===== src/rtl/mod2011_seq_reducer_if.sv =====
// Operand/residue handshake bundle for the sequential mod-2011 reducer.
interface mod2011_seq_reducer_if;
  localparam int unsigned OP_W  = 36;
  localparam int unsigned RES_W = 11;

  logic             in_valid;
  logic             in_ready;
  logic [OP_W-1:0]  in_x;
  logic             out_valid;
  logic             out_ready;
  logic [RES_W-1:0] out_r;
  logic             busy;

  modport slave (
    input  in_valid, in_x, out_ready,
    output in_ready, out_valid, out_r, busy
  );

  modport master (
    output in_valid, in_x, out_ready,
    input  in_ready, out_valid, out_r, busy
  );
endinterface


===== src/rtl/mod2011_seq_reducer.sv =====
// Reduces a 36-bit operand modulo 2011, one 6-bit chunk per cycle, LSB chunk first.
// Each chunk is mapped through a per-position residue table and accumulated mod 2011.
module mod2011_seq_reducer (
  input  logic                  clk,
  input  logic                  rst,
  mod2011_seq_reducer_if.slave  bus
);
  localparam int unsigned MOD     = 2011;
  localparam int unsigned CHUNK_W = 6;
  localparam int unsigned OP_W    = 36;
  localparam int unsigned NCHUNK  = OP_W / CHUNK_W;
  localparam int unsigned RES_W   = 11;
  localparam int unsigned SUM_W   = 12;
  localparam int unsigned PROD_W  = 17;
  localparam int unsigned K_W     = 3;

  typedef enum logic [1:0] {
    IDLE = 2'd0,
    RUN  = 2'd1,
    DONE = 2'd2
  } state_e;

  state_e            state_q, state_d;
  logic [OP_W-1:0]   opnd_q, opnd_d;
  logic [RES_W-1:0]  acc_q, acc_d;
  logic [K_W-1:0]    k_q, k_d;
  logic              in_ready_q, in_ready_d;
  logic              busy_q, busy_d;
  logic              out_valid_q, out_valid_d;
  logic [RES_W-1:0]  out_r_q, out_r_d;

  // 64^pos mod 2011 for chunk positions 0..5
  function automatic logic [RES_W-1:0] pos_weight(input logic [K_W-1:0] pos);
    logic [RES_W-1:0] w;
    case (pos)
      3'd0:    w = 11'd1;
      3'd1:    w = 11'd64;
      3'd2:    w = 11'd74;
      3'd3:    w = 11'd714;
      3'd4:    w = 11'd1454;
      3'd5:    w = 11'd550;
      default: w = 11'd0;
    endcase
    return w;
  endfunction

  function automatic logic [RES_W-1:0] pos_residue(input logic [K_W-1:0]     pos,
                                                   input logic [CHUNK_W-1:0] chunk);
    logic [PROD_W-1:0] prod;
    prod = PROD_W'(chunk) * PROD_W'(pos_weight(pos));
    return RES_W'(prod % PROD_W'(MOD));
  endfunction

  logic [RES_W-1:0] term_tbl [NCHUNK];
  logic [RES_W-1:0] term;
  logic [SUM_W-1:0] sum;
  logic [RES_W-1:0] acc_mod;

  // One residue table per chunk position, all fed from the latched operand
  always_comb begin
    for (int i = 0; i < int'(NCHUNK); i++) begin
      term_tbl[i] = pos_residue(K_W'(i), opnd_q[i*CHUNK_W +: CHUNK_W]);
    end
  end

  always_comb begin
    term    = (k_q < K_W'(NCHUNK)) ? term_tbl[k_q] : '0;
    sum     = SUM_W'(acc_q) + SUM_W'(term);
    acc_mod = (sum >= SUM_W'(MOD)) ? RES_W'(sum - SUM_W'(MOD)) : RES_W'(sum);
  end

  // Next-state and registered-output decode
  always_comb begin
    state_d = state_q;
    opnd_d  = opnd_q;
    acc_d   = acc_q;
    k_d     = k_q;

    case (state_q)
      IDLE: begin
        if (bus.in_valid) begin
          opnd_d  = bus.in_x;
          acc_d   = '0;
          k_d     = '0;
          state_d = RUN;
        end
      end
      RUN: begin
        acc_d = acc_mod;
        k_d   = k_q + K_W'(1);
        if (k_q == K_W'(NCHUNK - 1)) begin
          state_d = DONE;
        end
      end
      DONE: begin
        if (bus.out_ready) begin
          state_d = IDLE;
        end
      end
      default: state_d = IDLE;
    endcase

    in_ready_d  = (state_d == IDLE);
    busy_d      = (state_d != IDLE);
    out_valid_d = (state_d == DONE);
    out_r_d     = (state_d == DONE) ? acc_d : '0;
  end

  always_ff @(posedge clk) begin
    if (rst) begin
      state_q     <= IDLE;
      opnd_q      <= '0;
      acc_q       <= '0;
      k_q         <= '0;
      in_ready_q  <= 1'b1;
      busy_q      <= 1'b0;
      out_valid_q <= 1'b0;
      out_r_q     <= '0;
    end else begin
      state_q     <= state_d;
      opnd_q      <= opnd_d;
      acc_q       <= acc_d;
      k_q         <= k_d;
      in_ready_q  <= in_ready_d;
      busy_q      <= busy_d;
      out_valid_q <= out_valid_d;
      out_r_q     <= out_r_d;
    end
  end

  assign bus.in_ready  = in_ready_q;
  assign bus.busy      = busy_q;
  assign bus.out_valid = out_valid_q;
  assign bus.out_r     = out_r_q;
endmodule


===== src/flat_wrapper.sv =====
// flat-port wrapper written by rule: the top's interface ports become plain ports
module mod2011_seq_reducer_flat 
  (clk, rst, bus_in_valid, bus_in_x, bus_out_ready, bus_in_ready, bus_out_valid, bus_out_r, bus_busy);
  mod2011_seq_reducer_if bus_i ();
  input  logic clk;
  input  logic rst;
  input wire logic [$bits(bus_i.in_valid)-1:0] bus_in_valid;
  input wire logic [$bits(bus_i.in_x)-1:0] bus_in_x;
  input wire logic [$bits(bus_i.out_ready)-1:0] bus_out_ready;
  output wire logic [$bits(bus_i.in_ready)-1:0] bus_in_ready;
  output wire logic [$bits(bus_i.out_valid)-1:0] bus_out_valid;
  output wire logic [$bits(bus_i.out_r)-1:0] bus_out_r;
  output wire logic [$bits(bus_i.busy)-1:0] bus_busy;
  assign bus_i.in_valid = bus_in_valid;
  assign bus_i.in_x = bus_in_x;
  assign bus_i.out_ready = bus_out_ready;
  assign bus_in_ready = bus_i.in_ready;
  assign bus_out_valid = bus_i.out_valid;
  assign bus_out_r = bus_i.out_r;
  assign bus_busy = bus_i.busy;
  mod2011_seq_reducer u_core (.clk(clk), .rst(rst), .bus(bus_i));
endmodule

===== config.mk =====
export PLATFORM = sky130hd
export DESIGN_NAME = mod2011_seq_reducer_flat
export DESIGN_NICKNAME = d
export VERILOG_FILES = /design/src/rtl/mod2011_seq_reducer_if.sv /design/src/rtl/mod2011_seq_reducer.sv /design/src/flat_wrapper.sv
export SDC_FILE = /design/constraint.sdc
export NUM_CORES = 1
export LEC_CHECK = 0
export BUFFER_PORTS_ARGS = -buffer_cell sky130_fd_sc_hd__buf_2
export CORE_MARGIN = 4
export CORE_UTILIZATION = 40
export CTS_CLUSTER_SIZE = 16
export DETAILED_ROUTE_END_ITERATION = 10
export PLACE_DENSITY = 0.62
export SETUP_SLACK_MARGIN = 0.05
export SKIP_CTS_REPAIR_TIMING = 1
export SYNTH_ARGS = -nofsm -noshare
export SYNTH_HDL_FRONTEND = slang
export SYNTH_SLANG_ARGS = --single-unit

===== constraint.sdc =====
create_clock -name clk -period 16.68 [get_ports clk]
set_input_delay 0.834 -clock clk [delete_from_list [all_inputs] [get_ports clk]]
set_output_delay 0.834 -clock clk [all_outputs]
set_load 0.05 [all_outputs]

==> results of run 1 <==
==> layer usage <==
metal	up-vias	part of all wire	global-route usage	wire (microns)
li1	8205	-	-	-
met1	7875	0.46	0.2954	22030
met2	493	0.46	0.3600	21720
met3	72	0.051	0.02580	2430
met4	0	0.026	0.06555	1257
met5	-	0	0	0
==> logic make-up (layout without fill, tap and decap cells) <==
| kind of cell | Yosys count | after routing | share of synthesized area |
|---|---|---|---|
| simple gates | 805 | 805 | 0.2578 |
| flops | 66 | 66 | 0.08502 |
| buf+inv | 211 | 203 | 0.05258 |
| compound gates | 740 | 740 | 0.3354 |
| xor+xnor | 165 | 165 | 0.09300 |
| fa+ha+maj | 169 | 169 | 0.1477 |
| mux | 41 | 41 | 0.02850 |
==> Yosys cell counts (22+ instances only) <==
library cell / count / share of area
a211oi_1: 32 / 0.015
a21oi_1: 177 / 0.057
mux2i_1: 24 / 0.015
dfxtp_1: 66 / 0.085
xor2_1: 50 / 0.028
o31ai_1: 22 / 0.011
fa_1: 26 / 0.033
nand4_1: 23 / 0.0093
o211ai_1: 44 / 0.021
xnor2_1: 115 / 0.065
o21ai_0: 106 / 0.034
nand3_1: 70 / 0.023
inv_1: 121 / 0.029
nor2_1: 183 / 0.044
nand2_1: 222 / 0.054
and3_1: 24 / 0.0097
nor2b_1: 24 / 0.0097
a21o_1: 34 / 0.016
or3_1: 27 / 0.011
nor3_1: 73 / 0.024
clkbuf_1: 78 / 0.019
ha_1: 137 / 0.11
and2_1: 28 / 0.011
a31oi_1: 28 / 0.011
a211o_1: 23 / 0.013
==> final cells by class <==
cell class / count / area, sq um / area share
clock inverter: 7 / 123.9 / 0.007492
clock buffer: 9 / 225.2 / 0.01362
tap: 511 / 639.4 / 0.03867
multi-input combinational: 1920 / 13410 / 0.8111
inverter: 122 / 457.9 / 0.02770
sequential: 66 / 1321 / 0.07992
timing repair buffer: 65 / 355.3 / 0.02149
==> metrics by stage <==
step	cell area [sq um]	instances	hold slack [ns]
4_1_cts	16530	2700	0.4613
2_1_floorplan	15540	2197	0.4357
6_report	16530	2700	0.4590
5_1_grt	16530	2700	0.4882
3_3_place_gp	16180	2684	0.4445
3_5_place_dp	16180	2684	0.4524
==> final timing paths <==
check	endpoint	slack, ns
max	u_core.acc_q[9]	1.54
max reg2reg	u_core.acc_q[9]	1.54
min reg2reg	u_core.opnd_q[1]	0.46
min	u_core.opnd_q[1]	0.46
==> sequential cells by signal, indices dropped and copies added, names as in the netlist <==
register and cells:
u_core.bus.in_ready 1, u_core.k_q 3, u_core.opnd_q 36, u_core.bus.out_r 11, u_core.acc_q 11, u_core.state_q 2, u_core.bus.busy 1, u_core.bus.out_valid 1
==> power by group <==
part           switching, uW  internal, uW  total (uW)
clock network           84.2           147         232
logic                    553           296         849
registers               11.6           164         176
total                    649           608        1260
==> worst register-to-register path, delay by kind of cell (launching register included) <==
| family | cells | cell delay (ns) |
|---|---|---|
| xor gates and xnor gates | 3 | 0.48 |
| adders and majority gates | 7 | 2.58 |
| AOI/OAI and AO/OA | 28 | 7.97 |
| muxes | 1 | 0.49 |
| DFF | 1 | 0.57 |
| and+or+nand+nor | 12 | 2.51 |
| buffers and inverters | 2 | 0.44 |
==> flow_metrics.env, run 1 <==
export IMPL_post_route_util=0.4348
export IMPL_skew_ns=0.008129
export IMPL_firstDrtPassIters=8
export IMPL_hpwl_mm=37.14
export IMPL_grt_pass1_vias=15660
export IMPL_async_reset_ff_frac=0
export IMPL_crit_type="flip-flop to flip-flop"
export IMPL_syn_to_final_growth_pct=6.393
export IMPL_die_w_microns=205.1
export IMPL_ir_drop_v=0.00004919
export IMPL_cp_top_family="compound AO/OA/AOI/OAI gates"
export IMPL_grt_max_degree=54
export IMPL_grt_overflow_total=0
export IMPL_final_cell_mix="222 x nand2_1, 183 x nor2_1, 177 x a21oi_1"
export IMPL_htreeDepth=3
export IMPL_max_stage_delay_ns=0.79
export IMPL_io_buffers=53
export IMPL_yosys_warnings=0
export IMPL_cts_sinks=66
export IMPL_slew_violations=0
export IMPL_clk_pin_slew_ns=0.06
export IMPL_r2r_cells=53
export IMPL_syn_inst=2197
export IMPL_cp_end_kind="flip-flop"
export IMPL_timing_final_crit_period_ns=15.14
export IMPL_path_buf_inv=2
export IMPL_cts_root_buf="clkbuf_16"
export IMPL_drc=0
export IMPL_crit_arrival_ns=15.35
export IMPL_drtIter0Drc=1441
export IMPL_crit_top_cell="a21oi_1"
export IMPL_critPathLaunch="u_core.opnd_q[24]"
export IMPL_crit_cells=53
export IMPL_finalSetupViolCount=0
export IMPL_pre_cts_slack_ns=1.631
export IMPL_antenna_left=0
export IMPL_p_leak_uw=0.006614
export IMPL_netlist_area_sq_um=15540
export IMPL_wl_per_cell_microns=17.57
export IMPL_final_common_cell="nand2_1"
export IMPL_dieArea_sq_um=42070
export IMPL_slew_headroom=0.1304
export IMPL_syn_avg_cell_area_sq_um=7.073
export IMPL_cts_buffers=9
export IMPL_timing_rr_start="u_core.opnd_q[24]"
export IMPL_path_max_fanout=25
export IMPL_die_h_microns=205.1
export IMPL_layout_setup_ws_ns=1.541
export IMPL_start_util=0.4087
export IMPL_tightest_slew_ns=1.294
export IMPL_cts_buffer_depth=2
export IMPL_io_pins=54
export IMPL_fin_nets=2387
export IMPL_min_path_type="flip-flop to flip-flop"
export IMPL_slowest_stage="o31ai_1"
export IMPL_synth_edf_count=0
export IMPL_clkLatencyLatePin_ns=0.35
export IMPL_synth_seq_area_share=0.08502
export IMPL_rsz0062_at_grt="false"
export IMPL_ys_types=112
export IMPL_n_antenna_cell=0
export IMPL_drv_cap=0
export IMPL_setup_tns_ns=0
export IMPL_holdPathStages=2
export IMPL_min_period_over_period=0.9076
export IMPL_fmax_mhz=66.05
export IMPL_core_area_sq_um=38020
export IMPL_power_density_nw_per_um2=75.99
export IMPL_worstSetupStartpointType="flip-flop"
export IMPL_hold_violations=0
export IMPL_antenna_found_initial=0
export IMPL_total_power_uw=1256
export IMPL_drive_gt1_frac=0.07583
export IMPL_ys_ff_latch=66
export IMPL_ys_flop_type="dfxtp_1"
export IMPL_fillers=4037
export IMPL_rows=71
export IMPL_vias=16650
export IMPL_routed_wl_mm=47.43
export IMPL_hp_start="u_core.opnd_q[1]"
export IMPL_grt_pass1_wl_mm=78.09
export IMPL_cts_tree="built"
export IMPL_cp_required_ns=16.89
export IMPL_synth_nets=2400
export IMPL_status="complete, no violations"
export IMPL_grt_usage=0.2170
export IMPL_viasPerCell=6.165
export IMPL_place_gp_congestion=0.9436
No activity file was read; power rests on OpenSTA's default activity.
==> run 2, diff against run 1 <==
--- a/config.mk
+++ b/config.mk
@@ -10,7 +10,7 @@
 export CORE_UTILIZATION = 40
 export CTS_CLUSTER_SIZE = 16
 export DETAILED_ROUTE_END_ITERATION = 10
-export PLACE_DENSITY = 0.62
+export PLACE_DENSITY_LB_ADDON = 0.2
 export SETUP_SLACK_MARGIN = 0.05
 export SKIP_CTS_REPAIR_TIMING = 1
 export SYNTH_ARGS = -nofsm -noshare
==> run 2 against run 1 <==
Die area did not move. Clock power fell by 17%. Sequential cell count did not move. Fmax fell by 0.14%. Sequential power barely moved. Core utilization did not move. Via count fell by 0.49%. Clock skew barely moved. Global-route usage rose by 0.071 points. Register-to-register slack got worse by 0.02 ns. Critical path depth fell by 1. Combinational power rose by 0.7%. Critical path type unchanged. Largest cell class unchanged. Highest routed layer unchanged.
==> flow_metrics.env, run 2 (synthesis results as in run 1) <==
export IMPL_min_period_over_period=0.9089
export IMPL_grt_pass1_vias=15510
export IMPL_status="complete, no violations"
export IMPL_path_buf_inv=2
export IMPL_routed_wl_mm=47.48
export IMPL_drive_gt1_frac=0.07741
export IMPL_place_gp_congestion=0.9249
export IMPL_crit_cells=52
export IMPL_crit_top_cell="a21oi_1"
export IMPL_tightest_slew_ns=1.048
export IMPL_crit_type="flip-flop to flip-flop"
export IMPL_die_w_microns=205.1
export IMPL_vias=16560
export IMPL_p_leak_uw=0.006624
export IMPL_die_h_microns=205.1
export IMPL_setup_tns_ns=0
export IMPL_post_route_util=0.4348
export IMPL_fmax_mhz=65.96
export IMPL_hold_violations=0
export IMPL_grt_max_degree=54
export IMPL_n_antenna_cell=0
export IMPL_path_max_fanout=25
export IMPL_grt_usage=0.2177
export IMPL_core_area_sq_um=38020
export IMPL_hold_ws_ns=0.4592
export IMPL_skew_ns=0.008543
export IMPL_cp_top_family="compound AO/OA/AOI/OAI gates"
export IMPL_antenna_left=0
export IMPL_rows=71
export IMPL_cts_buffers=9
export IMPL_drtIter0Drc=1401
export IMPL_final_cell_mix="222 x nand2_1, 183 x nor2_1, 177 x a21oi_1"
export IMPL_clkLatencyLatePin_ns=0.34
export IMPL_cp_required_ns=16.91
export IMPL_firstDrtPassIters=6
export IMPL_slowest_stage="o311ai_0"
export IMPL_largest_register_ffs=36
export IMPL_timing_final_crit_period_ns=15.16
export IMPL_worstSetupStartpointType="flip-flop"
export IMPL_holdPathStages=2
export IMPL_top_register="u_core.opnd_q"
export IMPL_power_density_nw_per_um2=73.93
export IMPL_drc=0
export IMPL_finalSetupViolCount=0
export IMPL_syn_to_final_growth_pct=6.393
export IMPL_io_pins=54
export IMPL_clk_pin_slew_ns=0.06
export IMPL_antenna_found_initial=0
export IMPL_fin_nets=2394
export IMPL_cp_end_kind="flip-flop"
export IMPL_total_power_uw=1222
export IMPL_rsz0062_at_grt="false"
export IMPL_grt_overflow_total=0
export IMPL_drv_cap=0
export IMPL_wl_per_cell_microns=17.54
export IMPL_min_path_type="flip-flop to flip-flop"
export IMPL_cts_tree="built"
export IMPL_r2r_cells=52
export IMPL_viasPerCell=6.119
export IMPL_ir_drop_v=0.00004787
export IMPL_hpwl_mm=37.58
export IMPL_cts_root_buf="clkbuf_16"
export IMPL_final_common_cell="nand2_1"
export IMPL_cts_sinks=66
export IMPL_cts_buffer_depth=2
export IMPL_slew_violations=0
export IMPL_grt_pass1_wl_mm=78.47
export IMPL_dieArea_sq_um=42070
export IMPL_io_buffers=53
export IMPL_start_util=0.4087
export IMPL_htreeDepth=3
export IMPL_crit_arrival_ns=15.39
export IMPL_slew_headroom=0.3016
export IMPL_max_stage_delay_ns=0.72
## run 2: changes by cell type in the layout (fill, tap and decap cells not counted), sizes merged
cell    previous run  this run
inv              123       121
buf               65        72
clkinv             2         3
bufinv             3         1
clkbuf             9        12
## run 2: layout make-up
| class | instances | area, sq um |
|---|---|---|
| fill | 4048 | 21490 |
| multi-input combinational | 1920 | 13410 |
| sequential | 66 | 1321 |
| tap | 511 | 639.4 |
| inverter | 122 | 457.9 |
| timing repair buffer | 72 | 407.9 |
| clock buffer | 12 | 246.5 |
| clock inverter | 4 | 51.30 |
## run 2: metrics by stage
step / worst slack [ns] / area (sq um) / std cells
after floorplan: 4.055 / 15540 / 2197
after global placement: 2.213 / 16240 / 2691
after detailed placement: 1.753 / 16240 / 2691
after CTS: 1.701 / 16530 / 2707
after global routing: 0.1562 / 16530 / 2707
final: 1.520 / 16530 / 2707
## run 2: path summary, 6_finish.rpt
kind | from | to | slack [ns]
worst min register to register | u_core.opnd_q[1] | u_core.opnd_q[1] | 0.46
worst max register to register | u_core.opnd_q[24] | u_core.bus.out_r[9] | 1.52
worst min-delay path | u_core.opnd_q[1] | u_core.opnd_q[1] | 0.46
worst max-delay path | u_core.opnd_q[24] | u_core.bus.out_r[9] | 1.52
## run 2: where the power goes
part | switching [uW] | internal [uW]
logic | 556 | 299
clock network | 72.9 | 120
registers | 10.4 | 165
## run 2: per-layer routing
metal,GRT usage,routed length [microns],up-vias
met1,0.3090,22650,7858
met2,0.3661,22010,457
li1,-,-,8208
met3,0.01900,2134,40
met4,0.03517,688,0
met5,0,0,-
## run 2: worst min-delay path, delay by kind of cell (launching register included)
kind | cells | cell delay, ns
AO/OA/AOI/OAI | 1 | 0.05
AND/OR/NAND/NOR | 1 | 0.05
flip-flops | 1 | 0.30
